## config.mk

```make
export PLATFORM = sky130hd
export DESIGN_NAME = load_store_ctrl
export DESIGN_NICKNAME = d
export VERILOG_FILES = /design/src/rtl/lsu_pkg.sv /design/src/rtl/lsu_load_align.sv /design/src/rtl/load_store_ctrl.sv
export SDC_FILE = /design/constraint.sdc
export NUM_CORES = 1
export LEC_CHECK = 0
export CORE_MARGIN = 4
export CORE_UTILIZATION = 45
export CTS_BUF_LIST = sky130_fd_sc_hd__clkbuf_8
export DETAILED_ROUTE_END_ITERATION = 10
export PLACE_DENSITY = 0.86
export SYNTH_ARGS = -nofsm -noshare
export SYNTH_HDL_FRONTEND = slang
export SYNTH_SLANG_ARGS = --single-unit
```

## constraint.sdc

```tcl
create_clock -name clk -period 4.7 [get_ports clk]
set_clock_uncertainty 0.15 [all_clocks]
set_input_delay 0.94 -clock clk [delete_from_list [all_inputs] [get_ports clk]]
set_output_delay 0.94 -clock clk [all_outputs]
set_load 0.05 [all_outputs]
```

## src/rtl/lsu_pkg.sv

```systemverilog
// Shared opcodes, funct3 encodings and FSM states for the load/store controller.
package lsu_pkg;

  localparam logic [6:0] OP_LOAD  = 7'b0000011;
  localparam logic [6:0] OP_STORE = 7'b0100011;

  localparam logic [2:0] F3_B  = 3'b000;
  localparam logic [2:0] F3_H  = 3'b001;
  localparam logic [2:0] F3_W  = 3'b010;
  localparam logic [2:0] F3_BU = 3'b100;
  localparam logic [2:0] F3_HU = 3'b101;

  typedef enum logic [1:0] {
    IDLE = 2'd0,
    REQ  = 2'd1,
    RESP = 2'd2
  } lsu_state_t;

  // funct3 values 011, 110 and 111 have no load/store meaning
  function automatic logic f3_defined(input logic [2:0] f3);
    return !((f3 == 3'b011) || (f3 == 3'b110) || (f3 == 3'b111));
  endfunction

endpackage

```

## src/rtl/lsu_load_align.sv

```systemverilog
// Combinational load extraction: shifts the addressed byte/half down to bit 0
// and sign- or zero-extends it according to funct3.
module lsu_load_align
  import lsu_pkg::*;
(
  input  logic [31:0] rdata,
  input  logic [2:0]  funct3,
  input  logic [1:0]  addr_lo,
  output logic [31:0] data
);

  logic [7:0]  b_sel;
  logic [15:0] h_sel;

  // Lane select followed by extension
  always_comb begin
    b_sel = 8'(rdata >> {addr_lo, 3'b000});
    h_sel = 16'(rdata >> {addr_lo[1], 4'b0000});
    data  = '0;
    case (funct3)
      F3_B:    data = {{24{b_sel[7]}}, b_sel};
      F3_H:    data = {{16{h_sel[15]}}, h_sel};
      F3_W:    data = rdata;
      F3_BU:   data = {24'd0, b_sel};
      F3_HU:   data = {16'd0, h_sel};
      default: data = '0;
    endcase
  end

endmodule

```

## src/rtl/load_store_ctrl.sv

```systemverilog
// RV32I load/store sequencer for a single-ported word-wide data memory.
// Optional feature: define MISALIGN_TRAP_EN to trap misaligned half/word
// accesses with err=1 instead of forcing them onto aligned lanes.
module load_store_ctrl
  import lsu_pkg::*;
#(
  parameter int unsigned ADDR_W  = 32,
  parameter int unsigned TIMEOUT = 16
) (
  input  logic              clk,
  input  logic              reset,
  input  logic              req_valid,
  output logic              req_ready,
  input  logic [6:0]        opcode,
  input  logic [2:0]        funct3,
  input  logic [ADDR_W-1:0] addr,
  input  logic [31:0]       wdata,
  output logic              resp_valid,
  output logic [31:0]       resp_data,
  output logic              resp_err,
  output logic              mem_req,
  output logic              mem_we,
  output logic [ADDR_W-1:0] mem_addr,
  output logic [31:0]       mem_wdata,
  output logic [3:0]        mem_wstrb,
  input  logic [31:0]       mem_rdata,
  input  logic              mem_ack
);

  localparam int unsigned CNT_W = $clog2(TIMEOUT);

  lsu_state_t        state, next_state;
  logic [CNT_W-1:0]  cnt;
  logic              store_q;
  logic [2:0]        f3_q;
  logic [1:0]        alo_q;
  logic [ADDR_W-1:0] addr_q;
  logic [31:0]       wdata_q;
  logic [3:0]        strb_q;
  logic [31:0]       resp_data_q;
  logic              resp_err_q;

  logic              is_mem_op;
  logic              accept;
  logic              misalign;
  logic              trap;
  logic              cnt_last;
  logic [3:0]        strb_c;
  logic [31:0]       wdata_c;
  logic [31:0]       load_data;

  assign is_mem_op = (opcode == OP_LOAD) || (opcode == OP_STORE);
  assign accept    = req_valid && (state == IDLE) && is_mem_op;
  assign cnt_last  = (cnt == CNT_W'(TIMEOUT - 1));

`ifdef MISALIGN_TRAP_EN
  assign misalign = ((funct3[1:0] == 2'b01) && addr[0]) ||
                    ((funct3 == F3_W) && (addr[1:0] != 2'b00));
`else
  assign misalign = 1'b0;
`endif

  assign trap = !f3_defined(funct3) || misalign;

  // Store lane strobes and replicated data, derived from the incoming request
  always_comb begin
    strb_c  = 4'b1111;
    wdata_c = wdata;
    case (funct3[1:0])
      2'b00: begin
        strb_c  = 4'b0001 << addr[1:0];
        wdata_c = {4{wdata[7:0]}};
      end
      2'b01: begin
        strb_c  = 4'b0011 << {addr[1], 1'b0};
        wdata_c = {2{wdata[15:0]}};
      end
      default: begin
        strb_c  = 4'b1111;
        wdata_c = wdata;
      end
    endcase
  end

  lsu_load_align u_align (
    .rdata   (mem_rdata),
    .funct3  (f3_q),
    .addr_lo (alo_q),
    .data    (load_data)
  );

  // FSM state register
  always_ff @(posedge clk or posedge reset) begin
    if (reset) state <= IDLE;
    else       state <= next_state;
  end

  // FSM next-state logic
  always_comb begin
    next_state = state;
    case (state)
      IDLE: if (accept) next_state = trap ? RESP : REQ;
      REQ:  if (mem_ack || cnt_last) next_state = RESP;
      RESP: next_state = IDLE;
      default: next_state = IDLE;
    endcase
  end

  // Request latch, wait counter and response capture
  always_ff @(posedge clk or posedge reset) begin
    if (reset) begin
      store_q     <= 1'b0;
      f3_q        <= '0;
      alo_q       <= '0;
      addr_q      <= '0;
      wdata_q     <= '0;
      strb_q      <= '0;
      cnt         <= '0;
      resp_data_q <= '0;
      resp_err_q  <= 1'b0;
    end else begin
      if (accept) begin
        store_q     <= (opcode == OP_STORE);
        f3_q        <= funct3;
        alo_q       <= addr[1:0];
        addr_q      <= {addr[ADDR_W-1:2], 2'b00};
        wdata_q     <= wdata_c;
        strb_q      <= strb_c;
        cnt         <= '0;
        resp_data_q <= '0;
        resp_err_q  <= trap;
      end
      if (state == REQ) begin
        if (mem_ack) begin
          resp_data_q <= store_q ? '0 : load_data;
          resp_err_q  <= 1'b0;
        end else if (cnt_last) begin
          resp_data_q <= '0;
          resp_err_q  <= 1'b1;
        end else begin
          cnt <= cnt + CNT_W'(1);
        end
      end
    end
  end

  assign req_ready  = (state == IDLE);
  assign resp_valid = (state == RESP);
  assign resp_data  = resp_valid ? resp_data_q : '0;
  assign resp_err   = resp_valid && resp_err_q;
  assign mem_req    = (state == REQ);
  assign mem_we     = mem_req && store_q;
  assign mem_wstrb  = mem_we ? strb_q : 4'b0000;
  assign mem_addr   = addr_q;
  assign mem_wdata  = wdata_q;

endmodule

```

* Word-level counts from Yosys, hierarchy flattened
Cells that the tools add are included.
** Storage, ports and cells
- Bits in registers :: 111
- Input port bits :: 110
- Output and inout bits :: 105
- Word-level logic and storage cells :: 64
** Operators by class
- $add $sub $neg :: 1
- Eq/ne operators :: 15
- Shift-type cells :: 4
- Mux-type cells :: 22
- Reduce and logical (&&, ||, !) cells :: 12
** Operators by type and width (count)
- 32-bit 2-to-1 mux :: 6
- 32-bit case mux with 5 select lines :: 1
- 32-bit case mux with 2 select lines :: 1
- 32-bit by 5-bit right shift with 16-bit output :: 1
- 32-bit by 5-bit right shift with 8-bit output :: 1
- 4-bit 2-to-1 mux :: 5
- 3-bit equality test, second input constant :: 4
- 4-bit case mux with 2 select lines :: 1
- 7-bit by 2-bit equality test with 1-bit output, second input constant :: 1
- 7-bit by 6-bit equality test with 1-bit output, second input constant :: 1
- 3-bit by 2-bit equality test with 1-bit output, second input constant :: 2
- 2-bit 2-to-1 mux :: 3
- 4-bit by 1-bit adder with 4-bit output, second input constant :: 1
- 2-bit by 1-bit equality test with 1-bit output, second input constant :: 2
- 4-bit equality test, second input constant :: 1
- 1-bit logical AND :: 4
- 2-bit zero test :: 2
- 1-bit logical OR :: 4
- 1-bit 2-to-1 mux :: 4
- 2-bit by 1-bit inequality test with 1-bit output, second input constant :: 2
- 2-bit case mux with 2 select lines :: 1
- 1-bit by 2-bit << shifter with 4-bit output, first input constant :: 1
- 2-bit by 2-bit << shifter with 4-bit output, first input constant :: 1
- 3-bit by 1-bit equality test with 1-bit output, second input constant :: 1
- other kinds (3) :: 3

* Longest topological paths before layout
- Word-level depth :: 7
- Depth in mapped cells :: 6
- Depth with buffers taken out :: 5

* Cells and area by module
A second synthesis with hierarchy kept.
** Unflattened totals
- Cell total of the unflattened synthesis :: 557
- Area total of the unflattened synthesis :: 6082.1 um2
** Modules (own cells, without submodules)
- load_store_ctrl :: times used 1, cells an instance 443, area an instance 5227.5 um2, seq. area each 2777.7 um2
- lsu_load_align :: times used 1, cells an instance 114, area an instance 854.6 um2, seq. area each 0.0 um2

* Worst setup path after synthesis
Ideal clock, no wire load.
- Path kind :: flip-flop to output port
- Start point :: register state[1]
- End point :: output resp_data[22]
- Arrival :: 1769 ps
- Path slack :: 1841 ps
- Cell stages (with the launch flop) :: 4
- Cell sequence :: dfrtp_1 -> nor2b_1 -> clkbuf_1 -> and2_1
** On the way
- Word-level cells in the longest chain between the ends :: 2
** Ends and longest elaborated chain
- start: declaration :: line load_store_ctrl.sv:32 : lsu_state_t state, next_state;
- start signal: assignment :: line load_store_ctrl.sv:95 : else state <= next_state;
- 2-bit equality test :: line load_store_ctrl.sv:148 : assign resp_valid = (state == RESP);
- named net resp_valid :: line load_store_ctrl.sv:18 : output logic resp_valid,
- 32-bit 2-to-1 mux :: line load_store_ctrl.sv:149 : assign resp_data = resp_valid ? resp_data_q : '0;
- end: declaration :: line load_store_ctrl.sv:19 : output logic [31:0] resp_data,
The timed path passes the listed nets, and every way through them passes these cells.

* Worst setup path after layout
- Start point :: register state[0]
- End point :: output mem_wstrb[1]
** On the way
- Word-level cells in the longest chain between the ends :: 3
** Ends and longest elaborated chain
- 2-bit by 1-bit equality test with 1-bit output :: line load_store_ctrl.sv:151 : assign mem_req = (state == REQ);
- 1-bit logical AND :: line load_store_ctrl.sv:152 : assign mem_we = mem_req && store_q;
- 4-bit 2-to-1 mux :: line load_store_ctrl.sv:153 : assign mem_wstrb = mem_we ? strb_q : 4'b0000;
- end: declaration :: line load_store_ctrl.sv:25 : output logic [3:0] mem_wstrb,
No other way between the ends.

==> flow_summary.json <==
{
  "hold_depth": 2,
  "layout.nets": 843,
  "place_congestion": 0.8283,
  "yosys.area_share.simple_pct": 21.60,
  "yosys.area.top_type": "dfrtp_1",
  "yosysUniqueCellTypes": 44,
  "clk_latency_ns": 0.36,
  "numCtsBuffers": 9,
  "grt_max_degree": 92,
  "critPathMaxFanout": 11,
  "finalCritPeriodShare_pct": 74.86,
  "synth.ff_latch_count": 111,
  "maxCapViolations": 0,
  "grtUsageTotal_pct": 22.70,
  "power.density_nw_per_um2": 327.6,
  "cts_max_level": 3,
  "status": "finished, final reports clean",
  "root_buffer": "clkbuf_8",
  "syn_avg_cell_area_um2": 9.785,
  "ys_seq_area_share_pct": 52.57,
  "ant_nets": 0,
  "setup_viol": 0,
  "post_cts_buffers": 0,
  "grt_pass1_wl_mm": 24.14,
  "die_w_um": 116.4,
  "worstPathArrival_ns": 2.43,
  "worstMarginPinSlew_ns": 1.214,
  "dieArea_um2": 13540,
  "synth_cells": 540,
  "clock_path_buffers": 2,
  "async_flop_share_pct": 100.0,
  "ctsResizeCount": 0,
  "regArea_um2": 2778,
  "crit_start": "state[0]$_DFFE_PP0P_",
  "drt-total-wl_mm": 15.51,
  "yosys_warnings": 0,
  "clk_pin_slew_worst_paths_ns": 0.10,
  "p_switching_mw": 0.8348,
  "hp-class": "reg2reg",
  "rows": 39,
  "synth_top_flop_cell": "dfrtp_1",
  "grt_pass1_vias": 4814,
  "multi_input_area_um2": 2312,
  "tns_ns": 0,
  "holdBufCountCts": 0,
  "cp.required_ns": 3.61,
  "sequentialPowerShare_pct": 44.9,
  "cp-start-kind": "register",
  "fmax_ghz": 0.2842,
  "yosysMostFrequentCell": "nand2_1",
  "synthAdderAreaFrac_pct": 0.2368,
  "synth.area.top_cells": "dfrtp_1, nand2_1, mux2i_1",
  "place_inst": 864,
  "diodes": 0,
  "reg2reg_from": "state[0]$_DFFE_PP0P_",
  "port_buffers": 212,
  "hold_end": "mem_addr[27]$_DFFE_PP0P_",
  "die_h_um": 116.4,
  "wl_per_cell_um": 17.63,
  "synth_top_family_by_area": "simple AND/OR/NAND/NOR gates",
  "synth-compound-area-share_pct": 14.47,
  "hold_violations": 0,
  "grt_antenna_before_repair": 0,
  "ir_drop_mv": 0.2436,
  "syn2layout_area_growth_pct": 45.51,
  "drive_above_1_share_pct": 5.834,
  "critPathCaptureType": "output pin",
  "clock_power_share_pct": 25.4,
  "cts_tree": "built",
  "drtPass1Iterations": 5,
  "via_per_inst": 5.408,
  "reg2reg_slack_ns": 1.79,
  "coreArea_um2": 11470,
  "drv_slew": 0,
  "start_util_pct": 46.08,
  "p_leak_nw": 3.464,
  "dr_total_vias": 4759,
  "synth_mux_area_share_pct": 7.057,
  "rsz0062_at_grt": "no",
  "synth_edf_count": 0,
  "synth.cells.most_frequent": "nand2_1, dfrtp_1, and2_1",
  "min_from": "mem_addr[27]$_DFFE_PP0P_",
  "power.internal_mw": 1.684,
  "dpl.hpwl_mm": 11.65,
  "dr.first_iter.drc_count": 355,
  "cts_num_sinks": 111,
  "comb_power_share_pct": 29.7,
  "path_class": "reg2out",
  "syn-cell-area_um2": 5284,
  "synth_top_area_share_pct": 52.57,
  "switching_share_pct": 33.14,
  "stdcell_count": 880,
  "synth_xor_area_share_pct": 0,
  "grt.overflow.total": 0,
  "period_needed_ns": 3.518,
  "reg2reg_depth": 4,
  "slew_headroom_pct": 18.90,
  "io_pins": 215,
  "fill_cells": 890,
  "drcViolationCount": 0,
  "r2r_end": "resp_data_q[16]$_DFF_PP0_"
}
==> worst max-delay path: stages (launching register included) <==
cell             delay, ns
dfrtp_1               0.41
nor2b_1               0.60
and3_1                0.25
clkdlybuf4s50_1       0.81
==> power by group through the flow <==
stage          Combinational, mW  Clock (mW)  Sequential (mW)
2_1_floorplan              0.214           0             1.37
3_3_place_gp               0.735           0             1.14
3_5_place_dp               0.751           0             1.15
4_1_cts                    0.752       0.659             1.13
5_1_grt                    0.795       0.685             1.14
6_report                   0.748       0.640             1.13
==> layout make-up <==
type                       count  area share (%)
sequential                   111           36.13
clock inverter                 5           1.041
inverter                       3          0.1790
clock buffer                  11           1.969
tap                          143           2.327
timing repair buffer         219           28.28
multi-input combinational    388           30.07
==> metal layers <==
| layer | vias up | GRT usage [%] | share of wire (%) |
|---|---|---|---|
| met2 | 224 | 36.50 | 47 |
| met3 | 24 | 8.964 | 11 |
| met5 | - | 0 | 0 |
| met4 | 0 | 8.121 | 2.4 |
| met1 | 2255 | 27.85 | 40 |
| li1 | 2256 | - | - |
==> kinds of logic (layout without fill, tap and decap cells) <==
logic type / count (synthesis) / after routing
buf+inv: 42 / 238
flops: 111 / 111
mux: 35 / 35
other cells: 1 / 2
fa+ha+maj: 1 / 1
compound gates: 104 / 104
simple gates: 246 / 246
==> how the worst max path moves through the flow <==
stage	slack (ns)	cells after the start	endpoint
floorplan	0.68	1	alo_q[0]$_DFFE_PP0P_
global placement	1.47	6	mem_wdata[21]$_DFFE_PP0P_
detailed placement	1.36	6	mem_wdata[16]$_DFFE_PP0P_
CTS	1.16	3	mem_wstrb[1]
global route	1.03	3	mem_wstrb[1]
finish	1.18	3	mem_wstrb[1]
==> through the flow <==
| stage | power, mW | hold WS, ns | setup WS (ns) | instance area, um^2 | util (%) |
|---|---|---|---|---|---|
| after floorplan | 1.584 | 0.2918 | 0.6793 | 5288 | - |
| after global placement | 1.878 | 0.3106 | 1.474 | 7457 | 65.03 |
| after detailed placement | 1.897 | 0.3155 | 1.360 | 7457 | 65.03 |
| after CTS | 2.542 | 0.3403 | 1.162 | 7689 | 67.05 |
| after global routing | 2.625 | 0.3581 | 1.030 | 7689 | 67.05 |
| final | 2.519 | 0.3372 | 1.182 | 7689 | 67.05 |
==> cell usage in the layout (no fill, tap or decap), types with 4 or more instances in the layout <==
cell / Yosys / final
clkdlybuf4s50_1: 0 / 212
nand2_1: 158 / 158
dfrtp_1: 111 / 111
and2_1: 35 / 35
o21ai_0: 33 / 33
mux2i_1: 26 / 26
nor2_1: 17 / 17
a221o_1: 16 / 16
o2bb2ai_1: 16 / 16
a21oi_1: 11 / 11
clkbuf_8: 0 / 11
nand2b_1: 8 / 8
mux2_2: 8 / 8
a221oi_1: 7 / 7
a222oi_1: 7 / 7
buf_4: 6 / 7
nor2b_1: 6 / 6
and3_1: 6 / 5
a31oi_1: 4 / 4
nand3_1: 5 / 4
==> sequential cells by signal, indices dropped and copies added, names as in the netlist <==
name         flops
alo_q            2
mem_addr        30
f3_q             3
resp_err_q       1
resp_data_q     32
state            2
strb_q           4
store_q          1
mem_wdata       32
cnt              4
No activity file was read; power rests on OpenSTA's default activity.
